<file path="config.mk">
export PLATFORM = sky130hd
export DESIGN_NAME = cacheline_arbiter
export DESIGN_NICKNAME = d
export VERILOG_FILES = /design/src/rtl/rv32i_types.sv /design/src/rtl/cacheline_arbiter_line_serdes.sv /design/src/rtl/cacheline_arbiter.sv
export SDC_FILE = /design/constraint.sdc
export NUM_CORES = 1
export LEC_CHECK = 0
export ABC_AREA = 1
export CAP_MARGIN = 20
export CORE_AREA = 2 2 393 395
export CTS_CLUSTER_SIZE = 30
export DETAILED_ROUTE_END_ITERATION = 16
export DIE_AREA = 0 0 395 397
export GPL_TIMING_DRIVEN = 0
export SYNTH_ARGS = -nofsm -noshare
export SYNTH_HDL_FRONTEND = slang
export SYNTH_SLANG_ARGS = --single-unit
</file>
<file path="constraint.sdc">
create_clock -name clk -period 3.5 [get_ports clk]
set_input_delay 1.05 -clock clk [delete_from_list [all_inputs] [get_ports clk]]
set_output_delay 1.05 -clock clk [all_outputs]
set_load 0.01 [all_outputs]
</file>
<file path="src/rtl/rv32i_types.sv">
// rtl/rv32i_types.sv - shared cache-line types and arbiter state encoding
package rv32i_types;

  localparam int LINE_BITS      = 256;
  localparam int BEAT_BITS      = 64;
  localparam int BEATS_PER_LINE = LINE_BITS / BEAT_BITS;

  typedef logic [LINE_BITS-1:0] cacheline_t;

  typedef enum logic [2:0] {
    IDLE,
    RD_ISSUE,
    RD_WAIT,
    WR_BURST,
    RESP
  } arb_state_t;

endpackage

</file>
<file path="src/rtl/cacheline_arbiter_line_serdes.sv">
// rtl/cacheline_arbiter_line_serdes.sv - line buffer, beat counter, beat gather/select
module line_serdes #(
  parameter int LINE_W = 256,
  parameter int BEAT_W = 64,
  parameter int BEATS  = LINE_W / BEAT_W,
  parameter int CNT_W  = (BEATS > 1) ? $clog2(BEATS) : 1
) (
  input  logic              clk,
  input  logic              rst,
  input  logic              load,
  input  logic [LINE_W-1:0] load_line,
  input  logic              gather,
  input  logic [BEAT_W-1:0] beat_in,
  input  logic              advance,
  output logic [LINE_W-1:0] line,
  output logic [BEAT_W-1:0] beat_out,
  output logic              last_beat
);

  logic [CNT_W-1:0] cnt;

  assign last_beat = (cnt == CNT_W'(BEATS - 1));
  assign beat_out  = line[int'(cnt)*BEAT_W +: BEAT_W];

  always_ff @(posedge clk) begin
    if (rst) begin
      line <= '0;
      cnt  <= '0;
    end else begin
      if (load) begin
        line <= load_line;
      end else if (gather) begin
        line[int'(cnt)*BEAT_W +: BEAT_W] <= beat_in;
      end
      // Counter returns to zero after the final beat so the next burst starts at beat 0.
      if (gather || advance) begin
        cnt <= last_beat ? '0 : cnt + 1'b1;
      end
    end
  end

endmodule

</file>
<file path="src/rtl/cacheline_arbiter.sv">
// rtl/cacheline_arbiter.sv - round-robin icache/dcache arbiter onto one burst memory port
module cacheline_arbiter
  import rv32i_types::*;
#(
  parameter int ADDR_W = 32,
  parameter int LINE_W = LINE_BITS,
  parameter int BEAT_W = BEAT_BITS,
  parameter int BEATS  = LINE_W / BEAT_W
) (
  input  logic              clk,
  input  logic              rst,
  input  logic [ADDR_W-1:0] i_addr,
  input  logic              i_read,
  output logic [LINE_W-1:0] i_rdata,
  output logic              i_resp,
  input  logic [ADDR_W-1:0] d_addr,
  input  logic              d_read,
  input  logic              d_write,
  input  logic [LINE_W-1:0] d_wdata,
  output logic [LINE_W-1:0] d_rdata,
  output logic              d_resp,
  output logic [ADDR_W-1:0] bmem_addr,
  output logic              bmem_read,
  output logic              bmem_write,
  output logic [BEAT_W-1:0] bmem_wdata,
  input  logic              bmem_ready,
  input  logic              bmem_rvalid,
  input  logic [BEAT_W-1:0] bmem_rdata
);

  localparam int OFF_W = $clog2(LINE_W / 8);

  arb_state_t        state, state_next;
  logic              gnt_d;
  logic              op_wr;
  logic [ADDR_W-1:0] addr_q;
  logic              i_pend, d_pend, pick_d, grant;
  logic [ADDR_W-1:0] sel_addr;
  logic              gather, advance, last_beat;
  logic [LINE_W-1:0] line;
  logic [BEAT_W-1:0] beat;

  assign i_pend   = i_read;
  assign d_pend   = d_read | d_write;
  // gnt_d remembers the last grantee; on contention the other side wins.
  assign pick_d   = d_pend && (!i_pend || !gnt_d);
  assign grant    = (state == IDLE) && (i_pend || d_pend);
  assign sel_addr = pick_d ? d_addr : i_addr;

  always_ff @(posedge clk) begin
    if (rst) begin
      state  <= IDLE;
      gnt_d  <= 1'b0;
      op_wr  <= 1'b0;
      addr_q <= '0;
    end else begin
      state <= state_next;
      if (grant) begin
        gnt_d  <= pick_d;
        op_wr  <= pick_d && d_write;
        addr_q <= {sel_addr[ADDR_W-1:OFF_W], {OFF_W{1'b0}}};
      end
    end
  end

  always_comb begin
    state_next = state;
    bmem_read  = 1'b0;
    bmem_write = 1'b0;
    bmem_addr  = '0;
    bmem_wdata = '0;
    i_resp     = 1'b0;
    d_resp     = 1'b0;
    i_rdata    = '0;
    d_rdata    = '0;
    gather     = 1'b0;
    advance    = 1'b0;
    case (state)
      IDLE: begin
        if (grant) state_next = (pick_d && d_write) ? WR_BURST : RD_ISSUE;
      end
      RD_ISSUE: begin
        bmem_read = 1'b1;
        bmem_addr = addr_q;
        if (bmem_ready) state_next = RD_WAIT;
      end
      RD_WAIT: begin
        if (bmem_rvalid) begin
          gather = 1'b1;
          if (last_beat) state_next = RESP;
        end
      end
      WR_BURST: begin
        bmem_write = 1'b1;
        bmem_addr  = addr_q;
        bmem_wdata = beat;
        if (bmem_ready) begin
          advance = 1'b1;
          if (last_beat) state_next = RESP;
        end
      end
      RESP: begin
        state_next = IDLE;
        if (gnt_d) begin
          d_resp = 1'b1;
          if (!op_wr) d_rdata = line;
        end else begin
          i_resp  = 1'b1;
          i_rdata = line;
        end
      end
      default: state_next = IDLE;
    endcase
  end

  line_serdes #(
    .LINE_W (LINE_W),
    .BEAT_W (BEAT_W),
    .BEATS  (BEATS)
  ) u_serdes (
    .clk       (clk),
    .rst       (rst),
    .load      (grant && pick_d && d_write),
    .load_line (d_wdata),
    .gather    (gather),
    .beat_in   (bmem_rdata),
    .advance   (advance),
    .line      (line),
    .beat_out  (beat),
    .last_beat (last_beat)
  );

endmodule

</file>
# Word level (Yosys, flattened, before mapping)
# Index checks and enable logic that the tools add are counted.
[word_totals]
mem_bits_ro = 0
mem_count = 0
latchBits = 0
inputBits = 391
ff_bits = 290
ramBits = 0
[classes]
div_mod_pow = 0
bitwise_logic = 1
mux = 29
shifts = 3
magnitude_cmp = 0
mul = 0
eq_ne = 9
reduce_logical = 14
n_addsub = 2
[ops]
columns = ["op", "count"]
rows = [
  ["$mux 256", 7],
  ["$bwmux 256", 1],
  ["$shift 64x33->256 const A", 1],
  ["$shiftx 256x9->64", 1],
  ["$shiftx 64x33->256", 1],
  ["$mux 32", 2],
  ["$mux 64", 1],
  ["$neg 8->33", 1],
  ["$mux 3", 5],
  ["$pmux 3 s4", 1],
  ["$mux 1", 10],
  ["$ne 2x2->1 const B", 4],
  ["$eq 3x2->1 const B", 2],
  ["$logic_and 1x1->1", 5],
  ["$mux 2", 2],
  ["$reduce_and 4->1", 1],
  ["$eq 3x1->1 const B", 1],
  ["$eq 3x3->1 const B", 1],
  ["$logic_not 3->1", 1],
  ["$logic_or 1x1->1", 3],
  ["$add 2x1->2 const B", 1],
  ["$eq 2x2->1 const B", 1],
  ["$logic_not 1->1", 2],
  ["$reduce_bool 2->1", 1],
  ["2 further kinds", 2],
]

# Logic depth before layout (Yosys ltp)
# Gate-level depths: netlist of the first run.
[logic_depth]
depth_word = 7
ltp_mapped = 14
mapped_depth_nobuf = 10

# By module
# A second synthesis of the first run with hierarchy kept.
[unflattened]
hier_cells = 4004
area_unflattened_um2 = 23045.9
[by_module_without_submodules]
columns = ["mod", "cells_per_inst", "area_each_um2", "instances"]
rows = [
  ["line_serdes", 2769, 16465.8, 1],
  ["cacheline_arbiter", 1235, 6580.1, 1],
]

# Worst setup path before layout of the first run
# Ideal clock, no wire load.
[synth_timing]
path_kind = "register to output"
from = "register state[0]"
to = "output port d_rdata[215]"
setup_slack_ps = 969
t_arrival_ps = 1481
path_stages_with_launch = 8
path_buffers = 2
t_required_ps = 2450
cell_sequence = "dfxtp_1 -> nor2_2 -> nand2_1 -> nor2_1 -> nand2_1 -> buf_2 -> buf_1 -> nor2_1"
[synth_via]
elab_chain_cells = 2
[synth_rtl]
columns = ["item", "line_no", "text"]
rows = [
  ["from (decl)", "cacheline_arbiter.sv:33", "arb_state_t state, state_next;"],
  ["from (signal assigned)", "cacheline_arbiter.sv:57", "state <= state_next;"],
  ["$eq 3x3->1", "cacheline_arbiter.sv:78", "case (state)"],
  ["$mux 256", "cacheline_arbiter.sv:78", ""],
  ["to (decl)", "cacheline_arbiter.sv:20", "output logic [LINE_W-1:0] d_rdata,"],
]
# Every way passes these cells.

# Final worst setup path of the first run
[layout_timing]
from = "register state[0]"
to = "output port d_rdata[12]"
# The elaborated chain is that of the path after synthesis.

==> flow_summary.yaml, run 1 <==
yosys:
  post_synth_inst_count: 4157
  ys_seq_area_share_pct: 26.5
  netlist-cell-type-count: 25
  yosys.area.top_type: "sky130_fd_sc_hd__dfxtp_1"
  synthTopCellsByArea: "sky130_fd_sc_hd__dfxtp_1, sky130_fd_sc_hd__nor2_1, sky130_fd_sc_hd__nand2_1"
  yosys_most_used_dff: "sky130_fd_sc_hd__dfxtp_1"
  yosysWarnings: 0
  post_synth_most_frequent_cells: "sky130_fd_sc_hd__nor2_1, sky130_fd_sc_hd__nand2_1, sky130_fd_sc_hd__inv_1"
  synth.top_cell.area_share_pct: 26.5
  most_frequently_used_cell_type_in_the_post_synthesis_netlist: "sky130_fd_sc_hd__nor2_1"
  syn-mean-instance-area_sq_um: 5.27
  ys_ff_latch: 290
  synth-edff-count: 0
  syn-cell-area_sq_mm: 0.0219
  synth-async-reset-ratio_pct: 0
drt:
  m1WireLength_um: 93700
  detailroute.wirelength.met2_um: 101000
  route.detailed.drc: 0
  drt_pre_antenna_iters: 6
  wire_per_inst_um: 30.4
  highest-signal-layer: "met5"
  routed_wl_um: 223000
  post_drt_via_cell_ratio: 4.48
  met3_wirelength_um: 18300
  route.vias.total: 32828
  drt.antenna.violating_nets: 0
  detail_route.iter0.violations: 3136
sta:
  clock_tree_skew_after_final_layout_ps: 35.2
  report.final.slew_viol_count: 0
  finalSetupViolCount: 0
  grt_setup_unrepaired: "true"
  hold_violation_total_from_the_final_report: 0
  max_slew.worst_pin.slew_ps: 1200
  setup_slack_ps: 22.6
  fin_crit_ps: 3480
  relSlewSlack_pct: 19.7
  fmaxAchievable_ghz: 0.288
  final_min_period_over_clock_period_pct: 99.4
place:
  routabilityCongestion: 0.966
  place_ws_ps: -2690
  detailed_place_hpwl_um: 181000
  port_buffers: 985
worst_setup_path:
  worstPathMaxFanout: 10
  cp-end-kind: "output pin"
  critical-path-max-stage-delay_ps: 550
  setup.worst_path.start_class: "flip-flop"
  timing.critical_path.cells: "nor2_4 > nand2_4 > nor2_4 > nand2_4 > clkbuf_4 > nor2_1 > clkdlybuf4s50_1"
  crit_path_top_delay_cell: "sky130_fd_sc_hd__clkdlybuf4s50_1"
  arrival_ps: 2430
  crit_required_ps: 2450
  criticalPathCategory: "flip-flop to output pin"
clock_network:
  tritoncts.num_buffers: 43
  clk_pin_slew_worst_paths_ps: 60
  worst_skew_pair.late_latency_ps: 620
  tritoncts_sinks: 290
  cts_root_buf: "sky130_fd_sc_hd__clkbuf_16"
  ctsLongestPathBuffers: 3
  cts_tree: "yes"
  htree_num_levels: 2
hold_path:
  min_delay_worst_type: "flip-flop to flip-flop"
cells_and_area:
  seq_area_sq_mm: 0.00582
  post_route_cells_drive_above_1_share_pct: 13.5
  num-fill-cells: 17726
  synthToLayoutAreaGrowth_pct: 64.9
  num-nets-final: 5618
  multi_input_area_sq_mm: 0.0129
floorplanning:
  die_height_um: 397
  placement_rows: 144
  floorplan.initialDensity_pct: 14.3
  top_level_ports: 1003
  die_width_um: 395
  design.die.area_sq_mm: 0.157
  placeable_core_region_sq_mm: 0.153
global_route:
  pin_count_of_the_biggest_net_entering_global_routing: 13
  number_of_antenna_violations_at_the_first_check_in_global_routing: 55
  global_route_congestion_overflow_total: 0
  track_usage_pct: 27.2
  first_pass_grt_wire_length_um: 287000
  via_count_of_the_first_global_routing_pass: 30787
power:
  max-vdd-ir-drop_v: 0.000364
  cellLeakagePower_nw: 17.4
  power.density_cell_area_mw_per_mm2: 685
  sum_of_internal_switching_and_leakage_power_mw: 24.7
run:
  max_cap_viol_count: 0
status:
  run_status: "finished, final reports clean"
cells by family after synthesis:
group / after synthesis / share of synthesized area [%]
compound gates: 443 / 10.1
fa+ha+maj: 5 / 0.286
buf+inv: 863 / 16.1
flops: 290 / 26.5
other cells: 1 / 0.0171
simple gates: 2555 / 47.0
cell type report:
| class | instances | share of cell area (%) |
|---|---|---|
| multi-input combinational | 3008 | 35.8 |
| timing repair buffer | 1020 | 25.1 |
| sequential | 290 | 16.1 |
| tap | 2044 | 7.08 |
| buffer | 335 | 6.30 |
| inverter | 524 | 5.53 |
| clock buffer | 53 | 3.31 |
| clock inverter | 21 | 0.547 |
| antenna | 29 | 0.201 |
final timing paths:
path,from,to,slack [ps],cells past startpoint
max,state[0]$_SDFFE_PP0P_,d_rdata[12],20,7
min,op_wr$_SDFFE_PP0P_,op_wr$_SDFFE_PP0P_,470,2
max reg2reg,u_serdes.cnt[0]$_SDFFE_PP0P_,u_serdes.line[30]$_SDFFE_PP0P_,60,11
min reg2reg,op_wr$_SDFFE_PP0P_,op_wr$_SDFFE_PP0P_,470,2
report_power, final:
part	switching (mW)	leakage, nW	total, mW	internal (mW)
registers	0.831	2.39	5.24	4.41
logic	10.9	14.3	14.9	3.97
clock network	1.94	0.689	4.57	2.63
total	13.7	17.4	24.7	11.0
metrics by stage:
stage                     util, %  hold slack, ps  area (sq um)  cells  setup TNS [ps]
after detailed placement     22.6             462         34600   7202         -651500
after global routing         23.6             489         36100   7303            -357
final                        23.6             467         36100   7324               0
after floorplan                 -             440         21900   4161               0
after global placement       22.4             454         34300   7190        -1254900
after CTS                    23.8             470         36400   7294           -3370
state kept, by name, indices dropped and copies added (netlist names):
register,flops
u_serdes.line,256
addr_q,27
state,3
u_serdes.cnt,2
gnt_d,1
op_wr,1
placed cells by master (no fill, tap or decap), types with 19 or more instances in the layout:
| master | instances |
|---|---|
| sky130_fd_sc_hd__clkbuf_16 | 49 |
| sky130_fd_sc_hd__clkbuf_2 | 135 |
| sky130_fd_sc_hd__inv_1 | 516 |
| sky130_fd_sc_hd__a21oi_1 | 200 |
| sky130_fd_sc_hd__clkbuf_1 | 98 |
| sky130_fd_sc_hd__nand4_1 | 70 |
| sky130_fd_sc_hd__buf_2 | 194 |
| sky130_fd_sc_hd__dfxtp_1 | 285 |
| sky130_fd_sc_hd__buf_4 | 67 |
| sky130_fd_sc_hd__nor2_2 | 31 |
| sky130_fd_sc_hd__buf_6 | 29 |
| sky130_fd_sc_hd__diode_2 | 29 |
| sky130_fd_sc_hd__nand2_1 | 864 |
| sky130_fd_sc_hd__o21ai_1 | 41 |
| sky130_fd_sc_hd__dlygate4sd2_1 | 225 |
| sky130_fd_sc_hd__nor2_1 | 1178 |
| sky130_fd_sc_hd__o21ai_0 | 168 |
| sky130_fd_sc_hd__a21oi_2 | 22 |
| sky130_fd_sc_hd__nand3_1 | 384 |
| sky130_fd_sc_hd__buf_8 | 19 |
| sky130_fd_sc_hd__clkdlybuf4s15_2 | 43 |
| sky130_fd_sc_hd__clkdlybuf4s15_1 | 46 |
| sky130_fd_sc_hd__clkdlybuf4s50_1 | 419 |
timing repair:
| item | CTS | global route |
|---|---|---|
| resized for setup | 1428 | 347 |
| cloned | 2 | 0 |
| endpoints found under the setup margin | 855 | 397 |
| hold buffers | 0 | 0 |
| setup buffers | 18 | 4 |
| pin swaps | 19 | 24 |
layer usage:
| metal | global-route usage, % | vias up |
|---|---|---|
| li1 | - | 14868 |
| met1 | 34.4 | 15677 |
| met2 | 44.2 | 1873 |
| met3 | 6.83 | 386 |
| met4 | 10.8 | 24 |
| met5 | 0 | - |
worst max-delay path: cells and delay by family (launching register included):
family                 cells  cell delay (ps)
buffers and inverters      2              800
AND/OR/NAND/NOR            5              610
flip-flops                 1              370
No activity file was read; power rests on OpenSTA's default activity.
==> run 2, diff against run 1 <==
- clock period: 3.5 -> 3.6 ns (I/O delays scaled with it)
==> run 2 against run 1 <==
Net effect: clock skew fell by 2.3 ps; core utilization barely moved; routed wire length fell by 0.20%; largest power group unchanged; non-clock buffer count fell by 11; first-iteration DRC count rose by 8.5%.
==> flow_summary.yaml, run 2 (synthesized netlist as in run 1, its figures left out) <==
hold_path:
  hold-path-cell-count: 2
  worst_hold_startpoint: "op_wr$_SDFFE_PP0P_"
  min_delay_worst_type: "flip-flop to flip-flop"
  hold_end: "op_wr$_SDFFE_PP0P_"
cells_and_area:
  num-nets-final: 5607
  post_route_cells_drive_above_1_share_pct: 10.9
  num-fill-cells: 17724
  reg_top3: "u_serdes.line (256), addr_q (27), state (3)"
  synthToLayoutAreaGrowth_pct: 64.9
  top_register_by_number_of_flip_flops: "u_serdes.line"
  layout.cells.most_common_list: "sky130_fd_sc_hd__nor2_1, sky130_fd_sc_hd__nand2_1, sky130_fd_sc_hd__inv_1"
  final_common_cell: "sky130_fd_sc_hd__nor2_1"
  post-route-cell-area_sq_mm: 0.0361
  largest_register_ffs: 256
run:
  max_cap_viol_count: 0
place:
  port_buffers: 985
  detailed_place_hpwl_um: 181000
  dpl_cell_area_sq_mm: 0.0346
  routabilityCongestion: 0.966
drt:
  drt.antenna.violating_nets: 0
  detail_route.iter0.violations: 3404
  route.detailed.drc: 0
  route.vias.total: 32811
  post_drt_via_cell_ratio: 4.49
  drt_pre_antenna_iters: 5
  routed_wl_um: 222000
  wire_per_inst_um: 30.4
worst_setup_path:
  criticalPathCategory: "flip-flop to flip-flop"
  cp_num_buf_inv: 8
  reg2reg_to: "u_serdes.line[124]$_SDFFE_PP0P_"
  cp-end-kind: "flip-flop"
  timing.critical_path.cells: "buf_12 > clkinv_16 > clkbuf_16 > clkbuf_4 > ha_1 > inv_1 > buf_2 > nand2_2 > buf_2 > buf_2 > nor2_1 > nor2_1 > nor2_1"
  worst_r2r_path_depth: 13
  reg2reg_from: "u_serdes.cnt[0]$_SDFFE_PP0P_"
  worstPathMaxFanout: 12
  crit_required_ps: 4140
  arrival_ps: 4130
  critical-path-max-stage-delay_ps: 520
  worst_path_dominant_cell_family: "buffers and inverters"
  setup.worst_path.start_class: "flip-flop"
  crit_path_top_delay_cell: "sky130_fd_sc_hd__buf_2"
  ff2ff_setup_slack_ps: 8
clock_network:
  ctsLongestPathBuffers: 3
  tritoncts_sinks: 290
  cts_tree: "yes"
  htree_num_levels: 2
  cts_root_buf: "sky130_fd_sc_hd__clkbuf_16"
  tritoncts.num_buffers: 43
  worst_skew_pair.late_latency_ps: 620
  clk_pin_slew_worst_paths_ps: 60
floorplanning:
  design.die.area_sq_mm: 0.157
  floorplan.initialDensity_pct: 14.3
  die_height_um: 397
  placeable_core_region_sq_mm: 0.153
  top_level_ports: 1003
  die_width_um: 395
  placement_rows: 144
sta:
  relSlewSlack_pct: 20.1
  max_slew.worst_pin.slew_ps: 1200
  report.final.slew_viol_count: 0
  timing.setup.tns_ps: 0
  final_min_period_over_clock_period_pct: 99.8
  final.hold.worst_slack_ps: 467
  grt_setup_unrepaired: "true"
  fin_crit_ps: 3590
  finalSetupViolCount: 0
  fmaxAchievable_ghz: 0.278
  clock_tree_skew_after_final_layout_ps: 33.0
  hold_violation_total_from_the_final_report: 0
global_route:
  track_usage_pct: 27.1
  global_route_congestion_overflow_total: 0
  number_of_antenna_violations_at_the_first_check_in_global_routing: 48
  first_pass_grt_wire_length_um: 286000
  pin_count_of_the_biggest_net_entering_global_routing: 17
  via_count_of_the_first_global_routing_pass: 30541
power:
  power.density_cell_area_mw_per_mm2: 661
  cellLeakagePower_nw: 17.3
  sum_of_internal_switching_and_leakage_power_mw: 23.9
  max-vdd-ir-drop_v: 0.000346
status:
  run_status: "finished, final reports clean"
-- run 2: changes by cell type in the layout (fill, tap and decap cells not counted), sizes merged --
cell           before  now
diode              29   27
inv               521  522
buf               348  270
clkinv             17   16
clkdlybuf4s50     419  430
clkdlybuf4s15      89   97
dlymetal6s2s       14    2
dlygate4sd2       225  326
clkbuf            313  272
-- run 2: area by class of cell --
| class | count | area, sq um | share of cell area, % |
|---|---|---|---|
| tap | 2044 | 2560 | 7.09 |
| antenna | 27 | 67.6 | 0.187 |
| sequential | 290 | 5820 | 16.1 |
| timing repair buffer | 1010 | 9260 | 25.6 |
| inverter | 524 | 1990 | 5.52 |
| multi-input combinational | 3008 | 12900 | 35.7 |
| clock inverter | 21 | 198 | 0.548 |
| clock buffer | 53 | 1190 | 3.31 |
| buffer | 334 | 2130 | 5.90 |
-- run 2: worst max path at each step --
| stage | from | end | slack (ps) | cells after the start |
|---|---|---|---|---|
| 3_5_place_dp | u_serdes.cnt[0]$_SDFFE_PP0P_ | u_serdes.line[154]$_SDFFE_PP0P_ | -2590 | 14 |
| 2_1_floorplan | state[0]$_SDFFE_PP0P_ | d_rdata[215] | 1040 | 7 |
| 6_report | u_serdes.cnt[0]$_SDFFE_PP0P_ | u_serdes.line[124]$_SDFFE_PP0P_ | 8 | 13 |
| 4_1_cts | u_serdes.cnt[0]$_SDFFE_PP0P_ | bmem_wdata[60] | -80 | 9 |
| 3_3_place_gp | u_serdes.cnt[0]$_SDFFE_PP0P_ | u_serdes.line[154]$_SDFFE_PP0P_ | -3290 | 13 |
| 5_1_grt | state[2]$_SDFFE_PP0P_ | d_rdata[22] | -40 | 8 |
-- run 2: layer usage --
| metal | GRT usage, % | part of all wire, % |
|---|---|---|
| met1 | 34.6 | 42 |
| met2 | 43.9 | 45 |
| met3 | 6.19 | 7.8 |
| met4 | 11.0 | 4.3 |
| met5 | 0 | 0.058 |
-- run 2: repair_timing --
item / CTS / global route
pin swaps: 10 / 10
setup buffers: 11 / 1
hold buffers: 0 / 0
gates resized for setup: 1185 / 225
setup endpoints to repair: 855 / 336
gates cloned: 1 / 0
-- run 2: through the flow --
step | worst slack [ps] | util (%) | cells
final | 8.42 | 23.6 | 7311
after global routing | -42.4 | 23.6 | 7293
after CTS | -80.6 | 23.7 | 7284
after detailed placement | -2590 | 22.6 | 7202
after global placement | -3290 | 22.4 | 7190
after floorplan | 1040 | - | 4161
-- run 2: tightest hold or removal path, cell delays in order (launching register included) --
cell                      delay, ps
sky130_fd_sc_hd__dfxtp_1        310
sky130_fd_sc_hd__nand2_1         60
sky130_fd_sc_hd__a21oi_1         50
-- run 2: report_power, final --
part / switching, mW / internal [mW] / total (mW)
clock: 1.88 / 2.56 / 4.44
sequential: 0.810 / 4.29 / 5.10
combinational: 10.6 / 3.76 / 14.3
